--- config.mk ---
export PLATFORM = sky130hd
export DESIGN_NAME = block_grid
export DESIGN_NICKNAME = d
export VERILOG_FILES = /design/src/rtl/block_grid.sv
export SDC_FILE = /design/constraint.sdc
export NUM_CORES = 1
export LEC_CHECK = 0
export ABC_AREA = 1
export CORE_UTILIZATION = 40
export DETAILED_ROUTE_END_ITERATION = 10
export SYNTH_ARGS = -nofsm -noshare
export SYNTH_HDL_FRONTEND = slang
export SYNTH_SLANG_ARGS = --single-unit
--- constraint.sdc ---
create_clock -name clk -period 4.7 [get_ports clk]
set_input_delay 0.94 -clock clk [delete_from_list [all_inputs] [get_ports clk]]
set_output_delay 0.94 -clock clk [all_outputs]
set_load 0.02 [all_outputs]
--- src/rtl/block_grid.sv ---
// Breakout-style block grid: per-row block bitmap with display row pointer, collision
// hit/acknowledge port and block counter. Optional score counter under BLOCK_GRID_SCORE_EN.
module block_grid #(
    parameter int unsigned NUM_ROWS  = 16,
    parameter int unsigned NUM_COLS  = 13,
    parameter int unsigned INIT_MODE = 1,
    // Index widths stay at least one bit so a single-column grid still has a legal port
    localparam int unsigned RowW = (NUM_ROWS > 1) ? $clog2(NUM_ROWS) : 1,
    localparam int unsigned ColW = (NUM_COLS > 1) ? $clog2(NUM_COLS) : 1,
    localparam int unsigned CntW = $clog2(NUM_ROWS * NUM_COLS + 1)
) (
    input  logic                clk,
    input  logic                nRst,
    input  logic                frame_start,
    input  logic                next_line,
    output logic [NUM_COLS-1:0] line,
    output logic [RowW-1:0]     row_idx,
    input  logic                hit_valid,
    input  logic [RowW-1:0]     hit_row,
    input  logic [ColW-1:0]     hit_col,
    output logic                hit_done,
    output logic                hit_was_block,
    input  logic                reload,
    output logic [CntW-1:0]     blocks_left,
    output logic                level_clear
`ifdef BLOCK_GRID_SCORE_EN
    ,
    output logic [15:0]         score
`endif
);

    function automatic logic [NUM_COLS-1:0] init_row(input int unsigned r);
        logic [NUM_COLS-1:0] row;
        row = '0;
        for (int unsigned c = 0; c < NUM_COLS; c++) begin
            row[c] = (INIT_MODE == 0) ? 1'b1 : (((r + c) % 2) == 0);
        end
        return row;
    endfunction

    // Exact population of the initial pattern, so odd dimensions are counted correctly
    function automatic int unsigned init_count();
        int unsigned n;
        n = 0;
        for (int unsigned r = 0; r < NUM_ROWS; r++) begin
            for (int unsigned c = 0; c < NUM_COLS; c++) begin
                if ((INIT_MODE == 0) || (((r + c) % 2) == 0)) begin
                    n++;
                end
            end
        end
        return n;
    endfunction

    localparam int unsigned InitCount = init_count();

    logic [NUM_COLS-1:0] grid_q [NUM_ROWS];
    logic [NUM_COLS-1:0] grid_d [NUM_ROWS];
    logic [RowW-1:0]     row_idx_q, row_idx_d;
    logic [CntW-1:0]     blocks_q, blocks_d;
    logic                hit_done_q, hit_done_d;
    logic                hit_was_q, hit_was_d;
    logic                in_range;
    logic                hit_bit;
    logic                hit_take;

`ifdef BLOCK_GRID_SCORE_EN
    logic [15:0] score_q, score_d;
    logic [16:0] score_sum;
`endif

    always_comb begin
        in_range = (32'(hit_row) < NUM_ROWS) && (32'(hit_col) < NUM_COLS);
        hit_bit  = 1'b0;
        if (in_range) begin
            hit_bit = grid_q[hit_row][hit_col];
        end
        hit_take = hit_valid && !reload && in_range && hit_bit && (blocks_q != '0);
    end

    always_comb begin
        grid_d     = grid_q;
        row_idx_d  = row_idx_q;
        blocks_d   = blocks_q;
        hit_done_d = hit_valid;
        hit_was_d  = 1'b0;

        if (reload) begin
            for (int unsigned r = 0; r < NUM_ROWS; r++) begin
                grid_d[r] = init_row(r);
            end
            row_idx_d = '0;
            blocks_d  = CntW'(InitCount);
        end else begin
            if (frame_start) begin
                row_idx_d = '0;
            end else if (next_line) begin
                row_idx_d = (row_idx_q == RowW'(NUM_ROWS - 1)) ? '0 : row_idx_q + RowW'(1);
            end
            if (hit_take) begin
                grid_d[hit_row][hit_col] = 1'b0;
                blocks_d                 = blocks_q - CntW'(1);
                hit_was_d                = 1'b1;
            end
        end
    end

`ifdef BLOCK_GRID_SCORE_EN
    // Upper rows are worth more: NUM_ROWS - hit_row points, saturating at 16'hFFFF
    always_comb begin
        score_sum = {1'b0, score_q} + (17'(NUM_ROWS) - 17'(hit_row));
        score_d   = score_q;
        if (hit_take) begin
            score_d = score_sum[16] ? 16'hFFFF : score_sum[15:0];
        end
    end

    always_ff @(posedge clk or negedge nRst) begin
        if (!nRst) begin
            score_q <= '0;
        end else begin
            score_q <= score_d;
        end
    end

    assign score = score_q;
`endif

    always_ff @(posedge clk or negedge nRst) begin
        if (!nRst) begin
            for (int unsigned r = 0; r < NUM_ROWS; r++) begin
                grid_q[r] <= init_row(r);
            end
            row_idx_q  <= '0;
            blocks_q   <= CntW'(InitCount);
            hit_done_q <= 1'b0;
            hit_was_q  <= 1'b0;
        end else begin
            for (int unsigned r = 0; r < NUM_ROWS; r++) begin
                grid_q[r] <= grid_d[r];
            end
            row_idx_q  <= row_idx_d;
            blocks_q   <= blocks_d;
            hit_done_q <= hit_done_d;
            hit_was_q  <= hit_was_d;
        end
    end

    assign line          = grid_q[row_idx_q];
    assign row_idx       = row_idx_q;
    assign hit_done      = hit_done_q;
    assign hit_was_block = hit_was_q;
    assign blocks_left   = blocks_q;
    assign level_clear   = (blocks_q == '0);

endmodule

Word level (Yosys, flattened, before mapping):

Index checks and enable logic that the tools add are counted.

* bits in registers: 222
* memories kept: 0
* memory bits (read-only): 0
* bits in writable memories: 0
* bits in latches: 0
* word-level logic and storage cells: 67
* input port bits: 14

* order comparisons: 6
* add/subtract/negate cells: 2
* shift operators: 0
* multiplexer cells: 23
* divide/modulo/power cells: 0
* bitwise gates (word level): 4
* multipliers: 0
* reductions and logical operators: 11
* eq/ne operators: 1

Operator list (count)
* $mux W208: 2
* $and A208 B208 Y208: 1
* $not A208 Y208: 1
* $bmux W13 S4: 2
* $mux W13: 5
* $demux W13 S4: 1
* $mux W4: 4
* $mux W8: 2
* $ge A5 B5 Y1 const B: 2
* $not A4 Y5: 2
* $logic_not A8 Y1: 1
* $reduce_bool A8 Y1: 1
* $sub A8 B1 Y8 const B: 1
* $logic_and A1 B1 Y1: 6
* $lt A4 B5 Y1 const B: 1
* $lt A5 B1 Y1 const B: 1
* $mux W1: 5
* $add A4 B1 Y4 const B: 1
* $bmux W1 S4: 1
* $demux W1 S4: 1
* $eq A4 B4 Y1 const B: 1
* $ge A4 B1 Y1 const B: 1
* $lt A4 B4 Y1 const B: 1
* $reduce_bool A3 Y1: 1
* 2 further kinds: 2

Logic depth before layout (Yosys ltp):

* depth after elaboration: 11
* depth in mapped cells: 19
* depth with buffers taken out: 17

Least setup slack after synthesis:

No wires, ideal clock.

* path type: input-to-reg
* from: input hit_row[1]
* to: register grid_q[138] (netlist bit)
* data arrival time: 2.627 ns
* stages: 18
* buffers on the path: 4
* data required time: 4.582 ns
* slack: 1.955 ns
* cell sequence: buf_4 -> inv_2 -> clkbuf_1 -> nand2_1 -> nand3_1 -> nand2_1 -> nand2_1 -> o21ai_0 -> nand2_1 -> nor2_1 -> nor2_1 -> nor2_2 -> nand2_2 -> nand2_2 -> buf_6 -> buf_4 -> o21bai_1 -> inv_1

* word-level cells in the longest chain between the ends: 10

Ends and longest elaborated chain
* start: declaration: RTL line 19 `input logic [RowW-1:0] hit_row,`
* $not A4 Y5 (not written as such) *: RTL line 76, 101
* $bmux W13 S4: RTL line 76 `hit_bit = grid_q[hit_row][hit_col];`
* $mux W13 (not written as such) (2 in series): RTL line 76
* $bmux W1 S4: RTL line 76
* $mux W1 (not written as such): RTL line 76
* $mux W1: RTL line 75 `if (in_range) begin`
* $logic_and A1 B1 Y1 (2 in series): RTL line 78 `hit_take = hit_valid && !reload && in_range && hit_bit && (blocks_q != '0);`
* $reduce_bool A2 Y1 (no line)
* end signal: indexed assignment: RTL line 132 `grid_q[r] <= init_row(r);`
* end signal: indexed assignment: RTL line 140 `grid_q[r] <= grid_d[r];`
* end: declaration: RTL line 57 `logic [NUM_COLS-1:0] grid_q [NUM_ROWS];`

Every way passes the cells marked *; elsewhere a longest branch is shown, timed or not. The select of a mux whose other input is x is not followed.
A chain may end at the register's enable or synchronous reset.

Final worst setup path:

* from: register row_idx_q[1], in the netlist row_idx[1]
* to: output line[1]

* word-level cells in the longest chain between the ends: 4

Ends and longest elaborated chain
* start: declaration: RTL line 59 `logic [RowW-1:0] row_idx_q, row_idx_d;`
* start signal: assignment: RTL line 142 `row_idx_q <= row_idx_d;`
* $not A4 Y5 (not written as such): RTL line 149 `assign line = grid_q[row_idx_q];`
* $bmux W13 S4: RTL line 149
* $mux W13 (not written as such) (2 in series): RTL line 149
* end: declaration: RTL line 16 `output logic [NUM_COLS-1:0] line,`

Every way passes these cells. The select of a mux whose other input is x is not followed.

==> flow_metrics.py <==
metrics = {
    "synth": {
        "ys_seq_elements": 222,
        "synth_seq_area_share_pct": 39.4,
        "syn-num-nets": 2162,
        "yosysMostFrequentCell": "nand2_1",
        "postSynthCellCount": 2145,
        "synth_area_um2": 14400,
        "synth.area.top_cells": "nand2_1, dfrtp_1, dfstp_2, o21bai_1, inv_1",
        "yosys.area.top_type_share_pct": 20.4,
        "yosys.area.top_type": "nand2_1",
        "synth_cell_type_count": 34,
        "synth_top_flop_cell": "dfrtp_1",
        "synth_common_cells": "nand2_1, inv_1, o21bai_1",
        "async_flop_share_pct": 100,
        "synth-edff-count": 0,
        "ys_warn_count": 0,
        "avgSynthCellArea_um2": 6.73,
    },
    "floorplanning": {
        "die_h_um": 192,
        "rows": 69,
        "die_w_um": 192,
        "die-area_um2": 36800,
        "io_pins": 42,
        "fp.coreArea_um2": 35600,
        "start_util_pct": 40.6,
    },
    "setup_path": {
        "crit_family": "buffers and inverters",
        "crit_chain": "nand2_2 -> buf_4 -> o22ai_1 -> a21oi_1 -> o22ai_1 -> a21oi_1 -> clkdlybuf4s50_1",
        "cp.required_ns": 3.76,
        "cp_slowest_cell": "nand2_2",
        "critical_path_buf_inv_count": 2,
        "crit_fanout": 24,
        "cp-start-kind": "flip-flop",
        "slowest_delay_ns": 0.68,
        "worst-setup-path-type": "flip-flop to output pin",
        "endpoint_kind": "output pin",
        "arrival_ns": 3.52,
    },
    "clock_network": {
        "cts-htree-levels": 1,
        "postCtsResizedCells": 0,
        "hold_buffers": 0,
        "insertion_delay_ns": 0.55,
        "cts_buffers": 26,
        "cts.clk_slew.worst_paths_ns": 0.06,
        "clockBufferDepth": 3,
        "cts_sinks": 222,
        "cts_setup_buffers": 0,
        "cts_tree": "yes",
        "cts_root_buf": "clkbuf_16",
    },
    "cells_and_area": {
        "drive_gt1_share_pct": 11.4,
        "final_util_pct": 45.4,
        "antenna_cells": 0,
        "area.sequential_um2": 5690,
        "final_area_um2": 16200,
        "nFillCells": 3647,
        "multiInputGateArea_um2": 7000,
        "area_delta_synth_final_pct": 11.9,
        "layout.nets": 2151,
    },
    "routing": {
        "viasPerCell": 5.45,
        "wl_per_cell_um": 19.8,
        "drt_first_pass_iters": 6,
        "ant_nets": 0,
        "totalWireLength_um": 51700,
        "drt_iter0_drc": 1380,
        "drc": 0,
        "vias": 14300,
    },
    "sta": {
        "fmaxAchievable_mhz": 224,
        "slew_headroom_pct": 24.2,
        "fin_crit_ns": 4.46,
        "fin_crit_sh_pct": 94.9,
        "drv_slew": 0,
        "fin_worst_skew_ns": 0.0130,
        "finalHoldViolations": 0,
        "worst_slew_pin_slew_ns": 1.14,
        "rsz0062_at_grt": "false",
        "setup_viol": 0,
        "tns_ns": 0,
        "hold_slack_ns": 0.407,
    },
    "placement": {
        "post_dp_cell_area_um2": 15300,
        "place.gp.congestion": 0.950,
        "place_hpwl_um": 32100,
        "io_buffer_count": 41,
    },
    "hold_path": {
        "hold_path_class": "input port to async pin",
    },
    "status": {
        "status": "complete, no violations",
    },
    "pwr": {
        "power.density_nw_per_um2": 289,
        "p_leak_nw": 7.59,
        "irDropWorstVdd_mv": 0.298,
    },
    "global_routing": {
        "first_global_vias": 13600,
        "grt_first_pass_wirelength_um": 81000,
        "grt_max_degree": 114,
        "grt-ovfl-total": 0,
        "track_usage_pct": 28.7,
        "antenna_found_initial": 1,
    },
    "flow_run": {
        "max_cap_viol_count": 0,
    },
}
==> layout by cell type (no fill, tap or decap), types with 8 or more instances in the layout <==
| cell | count |
|---|---|
| inv_1 | 272 |
| nor2_1 | 179 |
| nor3_1 | 10 |
| o21ai_0 | 87 |
| clkbuf_16 | 27 |
| dfstp_2 | 107 |
| a21oi_1 | 93 |
| o21bai_1 | 185 |
| buf_4 | 65 |
| clkdlybuf4s50_1 | 37 |
| o2111ai_1 | 10 |
| nand3_1 | 57 |
| o22ai_1 | 49 |
| nand2_1 | 784 |
| a22oi_1 | 8 |
| clkbuf_8 | 8 |
| dfrtp_1 | 113 |
==> worst register-to-register path: cells and delay by family (launching register included) <==
kind | cells | cell delay (ns)
AND/OR/NAND/NOR | 6 | 1.46
adder cells (fa/ha/maj) | 1 | 0.16
buffers and inverters | 3 | 0.58
flip-flops | 1 | 0.40
==> metal layers <==
| layer | vias up | routed length, um | share of wire, % | global-route usage (%) |
|---|---|---|---|---|
| met5 | - | 13 | 0.025 | 0 |
| met4 | 2 | 2780 | 5.4 | 14.1 |
| met3 | 161 | 4530 | 8.7 | 4.60 |
| met2 | 735 | 22400 | 43 | 43.4 |
| met1 | 6688 | 22100 | 43 | 39.7 |
| li1 | 6668 | - | - | - |
==> cells by family (layout without fill, tap and decap cells) <==
family | count (synthesis) | in the layout | share of synthesized area (%)
AND/OR/NAND/NOR | 1048 | 1048 | 28.1
AO/OA/AOI/OAI | 445 | 445 | 19.8
buffers and inverters | 423 | 432 | 12.2
flip-flops | 222 | 222 | 39.4
XOR/XNOR | 4 | 4 | 0.243
adder cells (fa/ha/maj) | 3 | 3 | 0.260
==> final timing paths <==
kind	cells past startpoint	startpoint	slack [ns]	end
max	7	row_idx[1]	0.24	line[1]
min	1	nRst	0.41	row_idx[2]
max reg2reg	10	blocks_left[0]	2.04	blocks_left[5]
min reg2reg	2	blocks_left[5]	0.52	blocks_left[5]
max in group asynchronous	2	nRst	3.20	grid_q[69]
min in group clk	2	blocks_left[5]	0.52	blocks_left[5]
==> per-stage QoR <==
| step | power, W | cells | setup slack (ns) |
|---|---|---|---|
| 2_1_floorplan | 0.00231 | 2145 | 1.95 |
| 3_3_place_gp | 0.00255 | 2567 | 0.479 |
| 3_5_place_dp | 0.00255 | 2567 | 0.491 |
| 4_1_cts | 0.00469 | 2615 | 0.271 |
| 5_1_grt | 0.00482 | 2615 | 0.213 |
| 6_report | 0.00467 | 2615 | 0.238 |
==> report_power, final <==
group | switching, W | internal [W]
clock network | 0.000862 | 0.00128
logic | 0.000430 | 0.000155
registers | 0.0000121 | 0.00193
==> state kept, by name, summed over array words and instances, names as in the netlist <==
signal and cells:
grid_q 208, blocks_left 8, row_idx 4, hit_done 1, hit_was_block 1
==> cell type report <==
type	count	share of cell area (%)
multi-input cells	1500	43.4
inverters	277	6.45
well taps	461	3.57
clock buffers	39	4.96
repair buffers	107	5.81
clock inverters	9	0.627
flip-flops and latches	222	35.2
(Power assumes the default switching activity.)
